$ cat config.mk
export PLATFORM = sky130hd
export DESIGN_NAME = mc_ctrl_fsm_flat
export DESIGN_NICKNAME = d
export VERILOG_FILES = /design/src/rtl/mc_ctrl_fsm_pkg.sv /design/src/rtl/mc_ctrl_fsm_if.sv /design/src/rtl/mc_ctrl_fsm_cycle_counter.sv /design/src/rtl/mc_ctrl_fsm.sv /design/src/flat_wrapper.sv
export SDC_FILE = /design/constraint.sdc
export NUM_CORES = 1
export LEC_CHECK = 0
export CAP_MARGIN = 0
export CORE_AREA = 2 2 39 41
export DETAILED_ROUTE_END_ITERATION = 16
export DIE_AREA = 0 0 41 43
export DONT_BUFFER_PORTS = 1
export GPL_TIMING_DRIVEN = 1
export PLACE_DENSITY_LB_ADDON = 0.25
export REMOVE_ABC_BUFFERS = 1
export SLEW_MARGIN = 20
export SYNTH_ARGS = -nofsm -noshare
export SYNTH_HDL_FRONTEND = slang
export SYNTH_SLANG_ARGS = --single-unit
export TNS_END_PERCENT = 30
$ cat constraint.sdc
create_clock -name clk -period 2.56 [get_ports clk]
set_input_delay 0.384 -clock clk [delete_from_list [all_inputs] [get_ports clk]]
set_output_delay 0.384 -clock clk [all_outputs]
set_load 0.005 [all_outputs]
$ cat src/rtl/mc_ctrl_fsm_pkg.sv
// mc_ctrl_pkg: shared definitions for the multicycle main control FSM.
//   - state encodings (4-bit, kept from the previous main FSM)
//   - control-word layout {NextPC, Branch, MemW, RegW, IRWrite, AdrSrc,
//     ResultSrc, ALUSrcA, ALUSrcB, ALUOp}
//   - ResultSrc / ALUSrcA / ALUSrcB select constants
package mc_ctrl_pkg;

  typedef enum logic [3:0] {
    S_FETCH    = 4'd0,
    S_DECODE   = 4'd1,
    S_MEMADR   = 4'd2,
    S_MEMREAD  = 4'd3,
    S_MEMWB    = 4'd4,
    S_MEMWRITE = 4'd5,
    S_EXECUTER = 4'd6,
    S_EXECUTEI = 4'd7,
    S_ALUWB    = 4'd8,
    S_BRANCH   = 4'd9,
    S_UNKNOWN  = 4'd10,
    S_MULEX    = 4'd11,
    S_MULWB    = 4'd12,
    S_MULWBHI  = 4'd13
  } state_e;

  // Control word, MSB first in the historical field order.
  typedef struct packed {
    logic       next_pc;
    logic       branch;
    logic       mem_w;
    logic       reg_w;
    logic       ir_write;
    logic       adr_src;
    logic [1:0] result_src;
    logic [1:0] alu_src_a;
    logic [1:0] alu_src_b;
    logic       alu_op;
  } ctrl_t;

  localparam ctrl_t CTRL_IDLE = ctrl_t'(13'd0);

  // ResultSrc selects
  localparam logic [1:0] RES_ALUOUT = 2'b00;
  localparam logic [1:0] RES_DATA   = 2'b01;
  localparam logic [1:0] RES_ALU    = 2'b10;

  // ALUSrcA selects
  localparam logic [1:0] SRCA_REG   = 2'b00;
  localparam logic [1:0] SRCA_PC    = 2'b01;

  // ALUSrcB selects
  localparam logic [1:0] SRCB_REG   = 2'b00;
  localparam logic [1:0] SRCB_IMM   = 2'b01;
  localparam logic [1:0] SRCB_FOUR  = 2'b10;

endpackage

$ cat src/rtl/mc_ctrl_fsm_if.sv
// mc_ctrl_fsm_if: decoder/memory inputs and datapath strobes of the main FSM.
//   master: decoder/datapath side (drives instruction fields and mem_ready)
//   slave : the FSM (drives strobes, mux selects, multiply controls, debug)
interface mc_ctrl_fsm_if;
  logic [1:0] Op;
  logic [5:0] Funct;
  logic       is_mul;
  logic       is_long;
  logic       mem_ready;

  logic       IRWrite;
  logic       AdrSrc;
  logic       NextPC;
  logic       RegW;
  logic       MemW;
  logic       Branch;
  logic       ALUOp;
  logic [1:0] ALUSrcA;
  logic [1:0] ALUSrcB;
  logic [1:0] ResultSrc;
  logic       MulStart;
  logic       MulHi;
  logic       Illegal;
  logic [3:0] state_o;

  modport master (
    output Op, Funct, is_mul, is_long, mem_ready,
    input  IRWrite, AdrSrc, NextPC, RegW, MemW, Branch, ALUOp,
           ALUSrcA, ALUSrcB, ResultSrc, MulStart, MulHi, Illegal, state_o
  );

  modport slave (
    input  Op, Funct, is_mul, is_long, mem_ready,
    output IRWrite, AdrSrc, NextPC, RegW, MemW, Branch, ALUOp,
           ALUSrcA, ALUSrcB, ResultSrc, MulStart, MulHi, Illegal, state_o
  );
endinterface

$ cat src/rtl/mc_ctrl_fsm_cycle_counter.sv
// mc_cycle_counter: 4-bit saturating cycle counter.
//   clk, rst_n : clock, async active-low reset
//   clr_i      : synchronous clear (priority over increment)
//   inc_i      : increment, holds once count reaches limit_i-1
//   limit_i    : cycle limit loaded by the user
//   count_o    : current count
//   done_o     : count_o == limit_i-1
module mc_cycle_counter (
  input  logic       clk,
  input  logic       rst_n,
  input  logic       clr_i,
  input  logic       inc_i,
  input  logic [3:0] limit_i,
  output logic [3:0] count_o,
  output logic       done_o
);
  logic [3:0] count_q, count_d;
  logic [3:0] last_s;

  assign last_s  = limit_i - 4'd1;
  assign done_o  = (count_q == last_s);
  assign count_o = count_q;

  // Next count: clear, saturating increment, or hold.
  always_comb begin
    count_d = count_q;
    if (clr_i) begin
      count_d = 4'd0;
    end else if (inc_i && !done_o) begin
      count_d = count_q + 4'd1;
    end else begin
      count_d = count_q;
    end
  end

  // Count register.
  always_ff @(posedge clk or negedge rst_n) begin
    if (!rst_n) count_q <= 4'd0;
    else        count_q <= count_d;
  end
endmodule

$ cat src/rtl/mc_ctrl_fsm.sv
// mc_ctrl_fsm: main control FSM of the multicycle ARM datapath.
//   Params : MUL_CYCLES (1..15) multiplier execute cycles,
//            MEM_WAIT_EN (1 = memory states wait for mem_ready).
//   clk    : rising-edge clock
//   reset  : asynchronous active-low reset
//   bus    : mc_ctrl_fsm_if.slave (decoder inputs, mem_ready, strobes,
//            MulStart/MulHi, Illegal, state_o)
module mc_ctrl_fsm
  import mc_ctrl_pkg::*;
#(
  parameter int MUL_CYCLES  = 1,
  parameter int MEM_WAIT_EN = 0
) (
  input  logic          clk,
  input  logic          reset,
  mc_ctrl_fsm_if.slave  bus
);
  localparam logic [3:0] MUL_LIMIT = 4'(MUL_CYCLES);

  state_e     state_q, state_d;
  logic       long_q, long_d;
  ctrl_t      ctrl_s;
  logic       mul_start_s, mul_hi_s, illegal_s;
  logic       rdy_s;
  logic       in_mulex_s;
  logic       cnt_done_s;
  logic [3:0] cnt_s;

  // With waits disabled every memory access completes in one cycle.
  assign rdy_s      = (MEM_WAIT_EN != 0) ? bus.mem_ready : 1'b1;
  assign in_mulex_s = (state_q == S_MULEX);

  // Counter is held at zero outside MULEX, so it reads 0 on the first MULEX cycle.
  mc_cycle_counter u_mul_cnt (
    .clk     (clk),
    .rst_n   (reset),
    .clr_i   (!in_mulex_s),
    .inc_i   (in_mulex_s),
    .limit_i (MUL_LIMIT),
    .count_o (cnt_s),
    .done_o  (cnt_done_s)
  );

  // State and long-multiply flag registers.
  always_ff @(posedge clk or negedge reset) begin
    if (!reset) begin
      state_q <= S_FETCH;
      long_q  <= 1'b0;
    end else begin
      state_q <= state_d;
      long_q  <= long_d;
    end
  end

  // Next-state logic.
  always_comb begin
    state_d = S_FETCH;
    if (state_q == S_DECODE) long_d = bus.is_long;
    else                     long_d = long_q;
    case (state_q)
      S_FETCH:    state_d = rdy_s ? S_DECODE : S_FETCH;
      S_DECODE: begin
        if (bus.is_mul) begin
          state_d = S_MULEX;
        end else begin
          case (bus.Op)
            2'b00:   state_d = bus.Funct[5] ? S_EXECUTEI : S_EXECUTER;
            2'b01:   state_d = S_MEMADR;
            2'b10:   state_d = S_BRANCH;
            default: state_d = S_UNKNOWN;
          endcase
        end
      end
      S_MEMADR:   state_d = bus.Funct[0] ? S_MEMREAD : S_MEMWRITE;
      S_MEMREAD:  state_d = rdy_s ? S_MEMWB : S_MEMREAD;
      S_MEMWRITE: state_d = rdy_s ? S_FETCH : S_MEMWRITE;
      S_EXECUTER: state_d = S_ALUWB;
      S_EXECUTEI: state_d = S_ALUWB;
      S_MULEX:    state_d = cnt_done_s ? S_MULWB : S_MULEX;
      S_MULWB:    state_d = long_q ? S_MULWBHI : S_FETCH;
      S_MEMWB, S_ALUWB, S_BRANCH, S_UNKNOWN, S_MULWBHI: state_d = S_FETCH;
      default:    state_d = S_FETCH;
    endcase
  end

  // Moore output decode (IRWrite/NextPC additionally gated by memory ready).
  always_comb begin
    ctrl_s      = CTRL_IDLE;
    mul_start_s = 1'b0;
    mul_hi_s    = 1'b0;
    illegal_s   = 1'b0;
    case (state_q)
      S_FETCH: begin
        ctrl_s.ir_write   = rdy_s;
        ctrl_s.next_pc    = rdy_s;
        ctrl_s.result_src = RES_ALU;
        ctrl_s.alu_src_a  = SRCA_PC;
        ctrl_s.alu_src_b  = SRCB_FOUR;
      end
      S_DECODE: begin
        ctrl_s.result_src = RES_ALU;
        ctrl_s.alu_src_a  = SRCA_PC;
        ctrl_s.alu_src_b  = SRCB_FOUR;
      end
      S_MEMADR:   ctrl_s.alu_src_b = SRCB_IMM;
      S_MEMREAD:  ctrl_s.adr_src   = 1'b1;
      S_MEMWB: begin
        ctrl_s.reg_w      = 1'b1;
        ctrl_s.result_src = RES_DATA;
      end
      S_MEMWRITE: begin
        ctrl_s.mem_w   = 1'b1;
        ctrl_s.adr_src = 1'b1;
      end
      S_EXECUTER: ctrl_s.alu_op = 1'b1;
      S_EXECUTEI: begin
        ctrl_s.alu_src_b = SRCB_IMM;
        ctrl_s.alu_op    = 1'b1;
      end
      S_ALUWB:    ctrl_s.reg_w = 1'b1;
      S_BRANCH: begin
        ctrl_s.branch     = 1'b1;
        ctrl_s.result_src = RES_ALU;
        ctrl_s.alu_src_b  = SRCB_IMM;
      end
      S_MULEX: begin
        ctrl_s.alu_op = 1'b1;
        mul_start_s   = (cnt_s == 4'd0);
      end
      S_MULWB:    ctrl_s.reg_w = 1'b1;
      S_MULWBHI: begin
        ctrl_s.reg_w = 1'b1;
        mul_hi_s     = 1'b1;
      end
      S_UNKNOWN:  illegal_s = 1'b1;
      default:    ctrl_s = CTRL_IDLE;
    endcase
  end

  assign bus.NextPC    = ctrl_s.next_pc;
  assign bus.Branch    = ctrl_s.branch;
  assign bus.MemW      = ctrl_s.mem_w;
  assign bus.RegW      = ctrl_s.reg_w;
  assign bus.IRWrite   = ctrl_s.ir_write;
  assign bus.AdrSrc    = ctrl_s.adr_src;
  assign bus.ResultSrc = ctrl_s.result_src;
  assign bus.ALUSrcA   = ctrl_s.alu_src_a;
  assign bus.ALUSrcB   = ctrl_s.alu_src_b;
  assign bus.ALUOp     = ctrl_s.alu_op;
  assign bus.MulStart  = mul_start_s;
  assign bus.MulHi     = mul_hi_s;
  assign bus.Illegal   = illegal_s;
  assign bus.state_o   = state_q;
endmodule

$ cat src/flat_wrapper.sv
// flat-port wrapper written by rule: the top's interface ports become plain ports
module mc_ctrl_fsm_flat import mc_ctrl_pkg::*;
#(
  parameter int MUL_CYCLES  = 1,
  parameter int MEM_WAIT_EN = 0
)
  (clk, reset, bus_Op, bus_Funct, bus_is_mul, bus_is_long, bus_mem_ready, bus_IRWrite, bus_AdrSrc, bus_NextPC, bus_RegW, bus_MemW, bus_Branch, bus_ALUOp, bus_ALUSrcA, bus_ALUSrcB, bus_ResultSrc, bus_MulStart, bus_MulHi, bus_Illegal, bus_state_o);
  mc_ctrl_fsm_if bus_i ();
  input  logic clk;
  input  logic reset;
  input wire logic [$bits(bus_i.Op)-1:0] bus_Op;
  input wire logic [$bits(bus_i.Funct)-1:0] bus_Funct;
  input wire logic [$bits(bus_i.is_mul)-1:0] bus_is_mul;
  input wire logic [$bits(bus_i.is_long)-1:0] bus_is_long;
  input wire logic [$bits(bus_i.mem_ready)-1:0] bus_mem_ready;
  output wire logic [$bits(bus_i.IRWrite)-1:0] bus_IRWrite;
  output wire logic [$bits(bus_i.AdrSrc)-1:0] bus_AdrSrc;
  output wire logic [$bits(bus_i.NextPC)-1:0] bus_NextPC;
  output wire logic [$bits(bus_i.RegW)-1:0] bus_RegW;
  output wire logic [$bits(bus_i.MemW)-1:0] bus_MemW;
  output wire logic [$bits(bus_i.Branch)-1:0] bus_Branch;
  output wire logic [$bits(bus_i.ALUOp)-1:0] bus_ALUOp;
  output wire logic [$bits(bus_i.ALUSrcA)-1:0] bus_ALUSrcA;
  output wire logic [$bits(bus_i.ALUSrcB)-1:0] bus_ALUSrcB;
  output wire logic [$bits(bus_i.ResultSrc)-1:0] bus_ResultSrc;
  output wire logic [$bits(bus_i.MulStart)-1:0] bus_MulStart;
  output wire logic [$bits(bus_i.MulHi)-1:0] bus_MulHi;
  output wire logic [$bits(bus_i.Illegal)-1:0] bus_Illegal;
  output wire logic [$bits(bus_i.state_o)-1:0] bus_state_o;
  assign bus_i.Op = bus_Op;
  assign bus_i.Funct = bus_Funct;
  assign bus_i.is_mul = bus_is_mul;
  assign bus_i.is_long = bus_is_long;
  assign bus_i.mem_ready = bus_mem_ready;
  assign bus_IRWrite = bus_i.IRWrite;
  assign bus_AdrSrc = bus_i.AdrSrc;
  assign bus_NextPC = bus_i.NextPC;
  assign bus_RegW = bus_i.RegW;
  assign bus_MemW = bus_i.MemW;
  assign bus_Branch = bus_i.Branch;
  assign bus_ALUOp = bus_i.ALUOp;
  assign bus_ALUSrcA = bus_i.ALUSrcA;
  assign bus_ALUSrcB = bus_i.ALUSrcB;
  assign bus_ResultSrc = bus_i.ResultSrc;
  assign bus_MulStart = bus_i.MulStart;
  assign bus_MulHi = bus_i.MulHi;
  assign bus_Illegal = bus_i.Illegal;
  assign bus_state_o = bus_i.state_o;
  mc_ctrl_fsm #(.MUL_CYCLES(MUL_CYCLES), .MEM_WAIT_EN(MEM_WAIT_EN)) u_core (.clk(clk), .reset(reset), .bus(bus_i));
endmodule
After elaboration in Yosys (flattened, before gate mapping)
Index checks and enable logic that the tools add are counted.
{"block": "totals", "in_bits": 13, "word_cells": 53, "register_bits": 9, "output_inout_bits": 20}
{"block": "op_classes", "n_addsub": 1, "n_mux": 21, "reduce_logical": 12, "eq_ne": 16}
{"operator": "$pmux W4 S7", "count": 1}
{"operator": "$eq A4 B4 Y1 const B", "count": 6}
{"operator": "$eq A4 B3 Y1 const B", "count": 4}
{"operator": "$mux W4", "count": 4}
{"operator": "$pmux W4 S3", "count": 1}
{"operator": "$mux W1", "count": 11}
{"operator": "$reduce_or A3 Y1", "count": 3}
{"operator": "$eq A4 B2 Y1 const B", "count": 2}
{"operator": "$logic_not A4 Y1", "count": 2}
{"operator": "$pmux W2 S2", "count": 2}
{"operator": "$mux W3", "count": 2}
{"operator": "$reduce_or A2 Y1", "count": 3}
{"operator": "$add A4 B1 Y4 const B", "count": 1}
{"operator": "$eq A4 B1 Y1 const B", "count": 1}
{"operator": "$reduce_or A4 Y1", "count": 1}
{"operator": "$eq A2 B1 Y1 const B", "count": 1}
{"operator": "$eq A2 B2 Y1 const B", "count": 1}
{"operator": "$logic_not A2 Y1", "count": 1}
{"operator": "$ne A2 B1 Y1 const B", "count": 1}
{"operator": "$logic_and A1 B1 Y1", "count": 1}
{"operator": "$logic_not A1 Y1", "count": 1}

Depth between registers and ports, before layout
{"block": "depth", "depth_word": 5, "mapped_depth": 5, "ltp_nobuf": 5}

Cells and area by module
Synthesis repeated with hierarchy kept, for this count alone.
{"block": "unflattened", "cells_unflattened": 113, "hier_area_um2": 915.9}
{"mod": "mc_ctrl_fsm", "seq_area_each_um2": 125.1, "cells_per_inst": 69, "area_each_um2": 526.8, "n_inst": 1}
{"mod": "mc_cycle_counter", "seq_area_each_um2": 100.1, "cells_per_inst": 44, "area_each_um2": 389.1, "n_inst": 1}

Least setup slack after synthesis
Ideal clock, no wire load.
{"block": "synth_timing", "path_type": "register to output", "startpoint": "reg u_core.state_q[1] (netlist: u_core.bus.state_o[1])", "endpoint": "out bus_NextPC", "path_buffers": 2, "arrival_ns": 1.227, "required_time_ns": 2.176, "path_stages_with_launch": 4, "slack_ns": 0.949, "cell_sequence": "dfrtp_1 clkbuf_1 nor4_1 buf_4"}
{"block": "synth_between", "elab_chain_len": 2}
{"item": "start: declaration", "line": "mc_ctrl_fsm.sv:20", "rtl": "state_e state_q, state_d;"}
{"item": "start signal: assignment", "line": "mc_ctrl_fsm.sv:50", "rtl": "state_q <= state_d;"}
{"item": "$logic_not A4 Y1"}
{"item": "$mux W1"}
{"item": "end: declaration", "line": "flat_wrapper.sv:18", "rtl": "output wire logic [$bits(bus_i.NextPC)-1:0] bus_NextPC;"}
No other way between the ends.

Worst setup path after layout
{"block": "layout_timing", "startpoint": "reg u_core.state_q[1] (netlist: u_core.bus.state_o[1])", "endpoint": "out bus_ResultSrc[1]"}
{"block": "layout_between", "elab_chain_len": 3, "elab_cells_between_ends": 6, "cone_classes": "eq/ne: 3; mux: 1; reduce/logical: 2"}
{"item": "$eq A4 B4 Y1, or another cell as far along", "line": "mc_ctrl_fsm.sv:92", "rtl": "case (state_q)"}
{"item": "$reduce_or A3 Y1 (no line)"}
{"item": "$pmux W2 S2 (*)", "line": "mc_ctrl_fsm.sv:92"}
{"item": "end: declaration", "line": "flat_wrapper.sv:25", "rtl": "output wire logic [$bits(bus_i.ResultSrc)-1:0] bus_ResultSrc;"}
Mark *: on every way between the ends. The rest lies on a longest branch, timed or not.

==> results.rst <==
.. list-table::
   :header-rows: 1

   * - Metric
     - Value
   * - Run status
     - finished, final reports clean
   * - CP peak stage delay
     - 0.65 ns
   * - Depth of the CTS H-tree
     - 1
   * - Crit path max fanout
     - 16
   * - Iter 0 DRT Violations
     - 12
   * - Final setup TNS
     - 0 ns
   * - Final critical-path share of the clock period
     - 76.0%
   * - CTS tree
     - done
   * - Crit. path cell count
     - 3
   * - Routability congestion estimate from global placement
     - 0.649
   * - Synthesis-to-finish area growth
     - 2.93%
   * - Post-synthesis xor/xnor area fraction
     - 3.84%
   * - Worst slack, placed
     - 0.890 ns
   * - Min-delay worst type
     - input port to flip-flop
   * - Buf/Inv on CP
     - 0
   * - Share of synthesized area occupied by flip-flops and latches
     - 32.9%
   * - Count of cells along the worst register-to-register path
     - 3
   * - Type of the worst setup path
     - flip-flop to output pin
   * - Number of warnings reported in the yosys synthesis log
     - 0
   * - Slowest cell on the critical path
     - sky130_fd_sc_hd__dfrtp_1
   * - Critical Path Sink Type
     - output pin
   * - Pin count of the biggest net entering global routing
     - 17
   * - Detailed placement HPWL
     - 952 um
   * - NumNets Final
     - 92
   * - Die Width
     - 41 um
   * - Most frequent standard cell in the layout excluding fill and tap cells
     - sky130_fd_sc_hd__nor2_1
   * - Fraction of final layout cells sized beyond drive strength 1
     - 13.2%
   * - Post-synthesis adder-cell area fraction
     - 3.66%
   * - # IOs
     - 33
   * - Max_cap viols
     - 0
   * - CP Cell Sequence
     - nand2b_4, nor2_1, or2_2
   * - Number of clock buffers inserted by TritonCTS
     - 3
   * - Worst skew pair latency
     - 0.26 ns
   * - Vias/cell
     - 5.95
   * - Max Transition Viols Final
     - 0
   * - Critical path data arrival time
     - 1.56 ns
   * - Netlist Area Pre-Place
     - 684 um^2
   * - Quantity of I/O buffers inserted on ports
     - 0
   * - Initial DRT Pass Iterations
     - 3
   * - Kind of cell with the highest combined delay on the critical path
     - flip-flops
   * - Max-slew headroom at the worst pin
     - 65.7%
   * - Filler cells
     - 134
   * - Synthesized flop and latch total
     - 9
   * - Mean post-synth cell area
     - 8.89 um^2
   * - Fin crit period
     - 1.95 ns
   * - Post-synthesis share of cell area spent on and, or, nand and nor gates
     - 32.0%
   * - Number of global-route vias before repair
     - 505
   * - Type of origin of the critical path
     - flip-flop
   * - Die outline area
     - 1760 um^2
   * - Top post-synthesis cells by area
     - sky130_fd_sc_hd__dfrtp_1 33%, sky130_fd_sc_hd__nor2_1 7.1%, sky130_fd_sc_hd__ha_1 3.7%
   * - Number of failing setup endpoints in the final timing report
     - 0
   * - Cells after synthesis
     - 77
   * - Total via count after detailed routing
     - 547
   * - Clock sink count
     - 9
   * - Number of distinct standard cells referenced by the synthesized netlist
     - 35
   * - F_max
     - 514 MHz
   * - RSZ-0062 raised after global routing
     - false
   * - Combinational family with the most area after synthesis
     - simple AND/OR/NAND/NOR gates
   * - Core area
     - 1380 um^2
   * - Number of antenna violations at the first check in global routing
     - 0
   * - Vertical die dimension
     - 43 um
   * - Slew at the pin with the worst max-slew slack
     - 0.510 ns
   * - Wirelength per Cell
     - 14.5 um
   * - Overflow left after global routing
     - 0
   * - Worst clock skew
     - 0.000756 ns
   * - Final worst-path setup slack
     - 0.614 ns
   * - Area leader, netlist
     - sky130_fd_sc_hd__dfrtp_1
   * - Leakage power total
     - 0.294 nW
   * - PD cells
     - 956 nW/um^2
   * - Global-route usage over all layers
     - 16.6%
   * - Portion of synthesized cell area occupied by the leading cell type
     - 32.9%
   * - Ant. Diodes
     - 0
   * - Hold Fails Final Rpt
     - 0
   * - Global-route wire length before repair
     - 1.96 mm
   * - Drt drc
     - 0
   * - Initial Util
     - 49.5%
   * - Number of stages on the worst hold path
     - 1
   * - Wire length reported by the detailed router
     - 1.33 mm
   * - Number of buffers inserted by post-CTS setup repair
     - 0
   * - Share of cell area taken by muxes after synthesis
     - 5.12%
   * - Buffer depth of the longest clock path
     - 2
   * - Worst voltage drop across the vdd grid
     - 416 uV
   * - Placement Rows
     - 14
   * - Commonest cells after routing, fill and taps aside
     - 13 x sky130_fd_sc_hd__nor2_1, 9 x sky130_fd_sc_hd__dfrtp_1, 4 x sky130_fd_sc_hd__nor3_1
   * - Complex-gate fraction of the synthesized area
     - 15.0%
   * - Critical path required time
     - 2.18 ns
   * - Clock-pin transition on the worst setup and hold timing paths
     - 0.06 ns
   * - Register Area
     - 225 um^2
   * - Routed Antenna Nets
     - 0
   * - Root Buffer
     - sky130_fd_sc_hd__clkbuf_4
   * - Footprint of the multi-input gates
     - 412 um^2
[power breakdown]
part / internal, mW / total (mW) / leakage, nW / switching [mW]
combinational: 0.148 / 0.281 / 0.160 / 0.133
sequential: 0.174 / 0.283 / 0.119 / 0.109
clock: 0.0601 / 0.110 / 0.0150 / 0.0496
total: 0.382 / 0.674 / 0.294 / 0.292
[cell usage after synthesis (all sizes together)]
library cell / instances
nand4b: 1
nand3: 2
nor2b: 2
ha: 2
nor2: 13
o21a: 1
or2: 2
xnor2: 2
o32a: 1
nor4: 1
nand3b: 1
o21ba: 1
or3b: 1
dfrtp: 9
nor3: 4
mux2i: 2
conb: 1
nand2: 3
buf: 5
inv: 3
nand2b: 4
o22ai: 2
nor3b: 3
mux2: 1
a21oi: 1
clkbuf: 1
o211ai: 1
o22a: 2
o221ai: 3
or3: 1
xor2: 1
[metrics by stage]
stage	hold WS, ns	utilization, %	instances	power [mW]	instance area [um^2]
global route	0.257	50.9	92	0.744	704
finish	0.270	50.9	92	0.674	704
floorplan	0.0884	-	71	0.506	648
global placement	0.0886	48.3	87	0.562	668
detailed placement	0.0885	48.3	87	0.563	668
CTS	0.262	50.9	92	0.681	704
[timing repair]
| action | in CTS | in global routing |
|---|---|---|
| hold endpoints to repair | 9 | 0 |
| gates resized for setup | 0 | 0 |
| hold buffers | 1 | 0 |
[worst paths after layout]
kind / end / slack (ns) / start
max: bus_ResultSrc[1] / 0.61 / u_core.bus.state_o[1]
min: u_core.long_q / 0.27 / bus_is_long
max reg2reg: u_core.long_q / 0.96 / u_core.bus.state_o[1]
min reg2reg: u_core.long_q / 0.52 / u_core.long_q
max in group asynchronous: u_core.bus.state_o[0] / 1.78 / reset
min in group asynchronous: u_core.u_mul_cnt.count_o[2] / 0.49 / reset
[layer usage]
layer | up-vias | wire (um) | GRT usage, %
met3 | 5 | 84 | 2.09
li1 | 266 | - | -
met5 | - | 0 | 0
met1 | 253 | 538 | 15.5
met4 | 0 | 42 | 12.0
met2 | 23 | 669 | 29.7
[cell families after synthesis]
group | Yosys count
fa+ha+maj | 2
other cells | 1
compound gates | 12
simple gates | 38
mux | 3
buf+inv | 9
xor+xnor | 3
flops | 9
[layout make-up]
| class | count | area share, % |
|---|---|---|
| clock buffer | 4 | 3.73 |
| inverter | 3 | 1.60 |
| tap | 16 | 2.84 |
| timing repair buffer | 1 | 1.42 |
| multi-input combinational | 59 | 58.4 |
| sequential | 9 | 32.0 |
[state kept, by name, indices dropped and copies added (netlist names)]
| register | flops |
|---|---|
| u_core.u_mul_cnt.count_o | 4 |
| u_core.long_q | 1 |
| u_core.bus.state_o | 4 |
No activity file was read; power rests on OpenSTA's default activity.
